**src/rtl/dvi_char_fetch_sched.sv**
```systemverilog
// Character RAM arbiter for the DVI text overlay: burst-fetches one character row
// into the line buffer during horizontal blanking and grants the RAM to the host otherwise.
module dvi_char_fetch_sched #(
    parameter int COLS     = 80,
    parameter int ROWS     = 60,
    parameter int H_ACTIVE = 640,
    parameter int V_TOTAL  = 525,
    parameter int ADDR_W   = 13
) (
    input  logic              clk,
    input  logic              rst_n,
    input  logic [11:0]       h_cnt,
    input  logic [11:0]       v_cnt,
    input  logic              host_valid,
    input  logic [ADDR_W-1:0] host_addr,
    input  logic [7:0]        host_data,
    output logic              host_ready,
    output logic              mem_en,
    output logic              mem_we,
    output logic [ADDR_W-1:0] mem_addr,
    output logic [7:0]        mem_wdata,
    input  logic [7:0]        mem_rdata,
    output logic              line_wr_en,
    output logic [6:0]        line_wr_idx,
    output logic [7:0]        line_wr_data,
    output logic              frame_start,
    output logic              fetch_overrun
);

    typedef enum logic [1:0] {IDLE = 2'd0, FETCH = 2'd1, DRAIN = 2'd2} state_t;

    localparam logic [11:0]       H_TRIG    = 12'(H_ACTIVE);
    localparam logic [11:0]       V_LAST    = 12'(V_TOTAL - 1);
    localparam logic [11:0]       V_ROW_END = 12'(8 * ROWS - 1);
    localparam logic [6:0]        COL_LAST  = 7'(COLS - 1);
    localparam logic [ADDR_W-1:0] COLS_A    = ADDR_W'(COLS);
    // One bit wider so COLS*ROWS == 2^ADDR_W cannot wrap to zero.
    localparam logic [ADDR_W:0]   CELLS     = (ADDR_W + 1)'(COLS * ROWS);

    state_t            state_r, state_s;
    logic [6:0]        col_r;
    logic [ADDR_W-1:0] base_r;
    logic              init_done_r;
    logic              line_wr_en_r;
    logic [6:0]        line_wr_idx_r;
    logic              frame_start_r;
    logic              fetch_overrun_r;
    logic              trig_s;
    logic              host_ready_s;
    logic              host_wr_s;

    assign trig_s = (h_cnt == H_TRIG) &&
                    ((v_cnt == V_LAST) || ((v_cnt[2:0] == 3'd7) && (v_cnt < V_ROW_END)));

    // Next-state logic of the fetch sequencer.
    always_comb begin
        state_s = state_r;
        case (state_r)
            IDLE: begin
                if (trig_s) state_s = FETCH;
                else        state_s = IDLE;
            end
            FETCH: begin
                if (col_r == COL_LAST) state_s = DRAIN;
                else                   state_s = FETCH;
            end
            DRAIN:   state_s = IDLE;
            default: state_s = IDLE;
        endcase
    end

    // Sequencer state, column counter and row base; base moves only on an accepted trigger.
    always_ff @(posedge clk or negedge rst_n) begin
        if (!rst_n) begin
            state_r <= IDLE;
            col_r   <= 7'd0;
            base_r  <= '0;
        end else begin
            state_r <= state_s;
            if ((state_r == IDLE) && trig_s) begin
                col_r  <= 7'd0;
                base_r <= (v_cnt == V_LAST) ? '0 : base_r + COLS_A;
            end else if (state_r == FETCH) begin
                col_r  <= col_r + 7'd1;
            end
        end
    end

    // Line-buffer write tracks the read issued one cycle earlier.
    always_ff @(posedge clk or negedge rst_n) begin
        if (!rst_n) begin
            line_wr_en_r  <= 1'b0;
            line_wr_idx_r <= 7'd0;
        end else begin
            line_wr_en_r <= (state_r == FETCH);
            if (state_r == FETCH) line_wr_idx_r <= col_r;
        end
    end

    // Init, frame pulse and sticky overrun flag.
    always_ff @(posedge clk or negedge rst_n) begin
        if (!rst_n) begin
            init_done_r     <= 1'b0;
            frame_start_r   <= 1'b0;
            fetch_overrun_r <= 1'b0;
        end else begin
            init_done_r   <= 1'b1;
            frame_start_r <= (h_cnt == 12'd0) && (v_cnt == 12'd0);
            if (trig_s && (state_r != IDLE)) fetch_overrun_r <= 1'b1;
        end
    end

    assign host_ready_s = init_done_r && (state_r == IDLE) && !trig_s;
    assign host_wr_s    = host_valid && host_ready_s && ({1'b0, host_addr} < CELLS);

    // RAM port mux: fetch reads take priority; host writes pass through on the handshake edge.
    always_comb begin
        mem_en    = 1'b0;
        mem_we    = 1'b0;
        mem_addr  = '0;
        mem_wdata = 8'd0;
        if (state_r == FETCH) begin
            mem_en   = 1'b1;
            mem_addr = base_r + ADDR_W'(col_r);
        end else if (host_wr_s) begin
            mem_en    = 1'b1;
            mem_we    = 1'b1;
            mem_addr  = host_addr;
            mem_wdata = host_data;
        end else begin
            mem_en = 1'b0;
        end
    end

    assign host_ready    = host_ready_s;
    assign line_wr_en    = line_wr_en_r;
    assign line_wr_idx   = line_wr_idx_r;
    assign line_wr_data  = line_wr_en_r ? mem_rdata : 8'd0;
    assign frame_start   = frame_start_r;
    assign fetch_overrun = fetch_overrun_r;

endmodule
```
**config.mk**
```make
export PLATFORM = sky130hd
export DESIGN_NAME = dvi_char_fetch_sched
export DESIGN_NICKNAME = d
export VERILOG_FILES = /design/src/rtl/dvi_char_fetch_sched.sv
export SDC_FILE = /design/constraint.sdc
export NUM_CORES = 1
export LEC_CHECK = 0
export CAP_MARGIN = 40
export CELL_PAD_IN_SITES_DETAIL_PLACEMENT = 1
export CELL_PAD_IN_SITES_GLOBAL_PLACEMENT = 1
export CORE_MARGIN = 5
export CORE_UTILIZATION = 28
export DETAILED_ROUTE_END_ITERATION = 12
export GPL_TIMING_DRIVEN = 1
export PLACE_DENSITY = 0.78
export RECOVER_POWER = 50
export SLEW_MARGIN = 15
export SYNTH_ARGS = -nofsm -noshare
export SYNTH_HDL_FRONTEND = slang
export SYNTH_SLANG_ARGS = --single-unit
```
**constraint.sdc**
```tcl
create_clock -name clk -period 2.6 [get_ports clk]
set_clock_uncertainty 0.2 [all_clocks]
set_input_delay 0.52 -clock clk [delete_from_list [all_inputs] [get_ports clk]]
set_output_delay 0.52 -clock clk [all_outputs]
set_load 0.005 [all_outputs]
```
==> flow_summary.json <==
{
  "areaGrowthSynthToFinish_pct": 81.7,
  "yosys-top-cells-area": "dfrtp_1, nand2_1, and2_1",
  "place_congestion": 0.777,
  "synth_edf_count": 0,
  "status": "finished, violations left",
  "cts-buffers-inserted": 5,
  "initial_utilization_pct": 28.5,
  "crit_fanout": 6,
  "power_density_nw_per_um2": 287,
  "synth_top_area_share_pct": 37.6,
  "routedWlPerCell_um": 17.0,
  "cts_root_buf": "clkbuf_8",
  "synth_nets": 283,
  "cp-end-kind": "output port",
  "row_count": 30,
  "clk_pin_slew_ns": 0.07,
  "synth_largest_area_cell": "dfrtp_1",
  "cap_violations": 0,
  "hold_start": "line_wr_idx[2]",
  "clock_tree.htree_level_count": 2,
  "n_antenna_cell": 0,
  "fmax_mhz": 356,
  "slew_viol_final": 0,
  "vias": 2214,
  "fin_cells": 447,
  "synth_common_cells": "nand2_1, dfrtp_1, and2_1, o21ai_0, a22o_1",
  "fill_cells": 783,
  "synth_cell_types": 48,
  "finalCritPeriodShare_pct": 108,
  "min_period_ns": 2.81,
  "tritoncts": "yes",
  "fp.dieW_um": 93.0,
  "syn_avg_cell_area_um2": 8.72,
  "wl_um": 7590,
  "drc": 0,
  "overflow": 0,
  "hold_depth": 2,
  "dieArea_um2": 8650,
  "post-dp-hpwl_um": 5490,
  "finalHoldViolCount": 0,
  "hp-class": "flop to flop",
  "grt_max_degree": 30,
  "violations": "negative setup slack",
  "synth-seq-cells": 29,
  "antenna_left": 0,
  "antenna_found_initial": 0,
  "postCtsHoldBufs": 0,
  "cts_buffer_depth": 2,
  "setup_slack_ns": -0.207,
  "irDropWorstVdd_mv": 0.304,
  "io_pins": 98,
  "portBuffers": 97,
  "p_total_mw": 1.00,
  "core_um2": 6760,
  "critPathRequiredTime_ns": 1.88,
  "synth_ff_type": "dfrtp_1",
  "grt_pass1_wl_um": 11900,
  "grt_use_total_pct": 17.3,
  "clk_latency_ns": 0.28,
  "yosysMostFrequentCell": "nand2_1",
  "fp.dieH_um": 93.0,
  "synth_warnings": 0,
  "netlist_instances": 221,
  "rsz0062_at_grt": "true",
  "relSlewSlack_pct": 47.2,
  "place_inst": 426,
  "r2r_start": "state_r[0]",
  "syn_area_um2": 1930,
  "setup-violations-final": 22,
  "fin_nets": 428,
  "r2r_cells": 4,
  "dr.pass1.iters": 4,
  "ys_async_sr_fraction_pct": 100,
  "clock_sinks": 29,
  "grt_pass1_vias": 2380,
  "worst_pin_slew_ns": 0.791,
  "vias_per_cell": 4.95,
  "worstSetupStartpoint": "v_cnt[7]",
  "path_class": "input port to output port",
  "power_leakage_nw": 1.67,
  "seq_area_frac_synth_pct": 37.6,
  "drive_gt1_share_pct": 32.2,
  "drtIter0Drc": 39,
  "worstPathArrival_ns": 2.09,
  "critPathLaunchType": "input port"
}
-- sequential cells by signal, indices dropped and copies added, names as in the netlist --
| signal | flops |
|---|---|
| base_r | 9 |
| col_r | 7 |
| line_wr_en | 1 |
| state_r | 2 |
| frame_start | 1 |
| fetch_overrun | 1 |
| init_done_r | 1 |
| line_wr_idx | 7 |
-- stage by stage --
stage	hold WS, ns	utilization [%]	cell area (um2)	TNS (ns)	setup slack (ns)
floorplan	0.0244	-	1930	0	0.0191
global route	0.304	51.9	3500	-4.91	-0.267
finish	0.272	51.9	3500	-3.31	-0.207
CTS	0.279	50.7	3430	-3.00	-0.181
detailed placement	0.262	48.4	3270	-21.57	-0.846
global placement	0.257	48.4	3270	-19.41	-0.789
-- cell families (layout without fill, tap and decap cells) --
group / Yosys count / in the layout / synth area share, %
buffers and inverters: 13 / 159 / 2.73
muxes: 1 / 1 / 0.519
AOI/OAI and AO/OA: 58 / 58 / 20.6
DFF: 29 / 29 / 37.6
adders and majority gates: 6 / 6 / 3.89
other: 2 / 2 / 0.390
xor gates and xnor gates: 11 / 11 / 5.00
and+or+nand+nor: 101 / 101 / 29.3
-- where the power goes --
group	leakage, nW	internal, mW	switching (mW)
Clock	0.0439	0.184	0.180
Combinational	1.26	0.122	0.0665
Sequential	0.366	0.452	0.000412
-- cells in the final DEF, fill, tap and decap left out, drive strengths merged, types with 10 or more instances in the layout --
cell type,Yosys,final
a21oi,10,10
a22o,12,12
and2,18,18
buf,5,82
clkdlybuf4s50,0,42
dfrtp,29,29
dlygate4sd2,0,11
nand2,34,34
nor2,11,11
o21ai,18,18
-- layer usage --
layer	GRT usage (%)	up-vias	wire length, um
met5	0	-	0
met2	33.2	52	4170
met1	19.3	1072	3010
met4	4.52	0	142
li1	-	1080	-
met3	3.30	10	266
-- timing repair --
| item | CTS | global route |
|---|---|---|
| endpoints found under the setup margin | 24 | 24 |
| cloned | 3 | 0 |
| resized for setup | 189 | 18 |
| setup buffers | 7 | 4 |
| pin swaps | 33 | 10 |
| endpoints found under the hold margin | 0 | 0 |
-- final timing paths --
kind                                   to  slack, ns
setup / recovery              mem_addr[4]      -0.21
hold / removal             line_wr_idx[2]       0.27
setup reg to reg                 col_r[6]       0.74
hold reg to reg            line_wr_idx[2]       0.27
max in group asynchronous     frame_start       1.07
min in group asynchronous  line_wr_idx[1]       0.64
-- area by class of cell --
cell class	count	area, um2	share of cell area [%]
Timing Repair Buffer	148	1350	38.4
Multi-Input combinational cell	179	1230	35.2
Sequential cell	29	726	20.7
Tap cell	80	100	2.86
Clock buffer	5	68.8	1.96
Clock inverter	3	17.5	0.500
Inverter	3	11.3	0.321
-- worst max-delay path, stage by stage --
cell and delay, ns:
buf_2 0.11, or4_4 0.55, o21ai_4 0.18, a211oi_4 0.09, buf_6 0.14, buf_12 0.13
a22o_1 0.23, buf_2 0.13
Note: power is estimated with default switching activity, not from simulation.
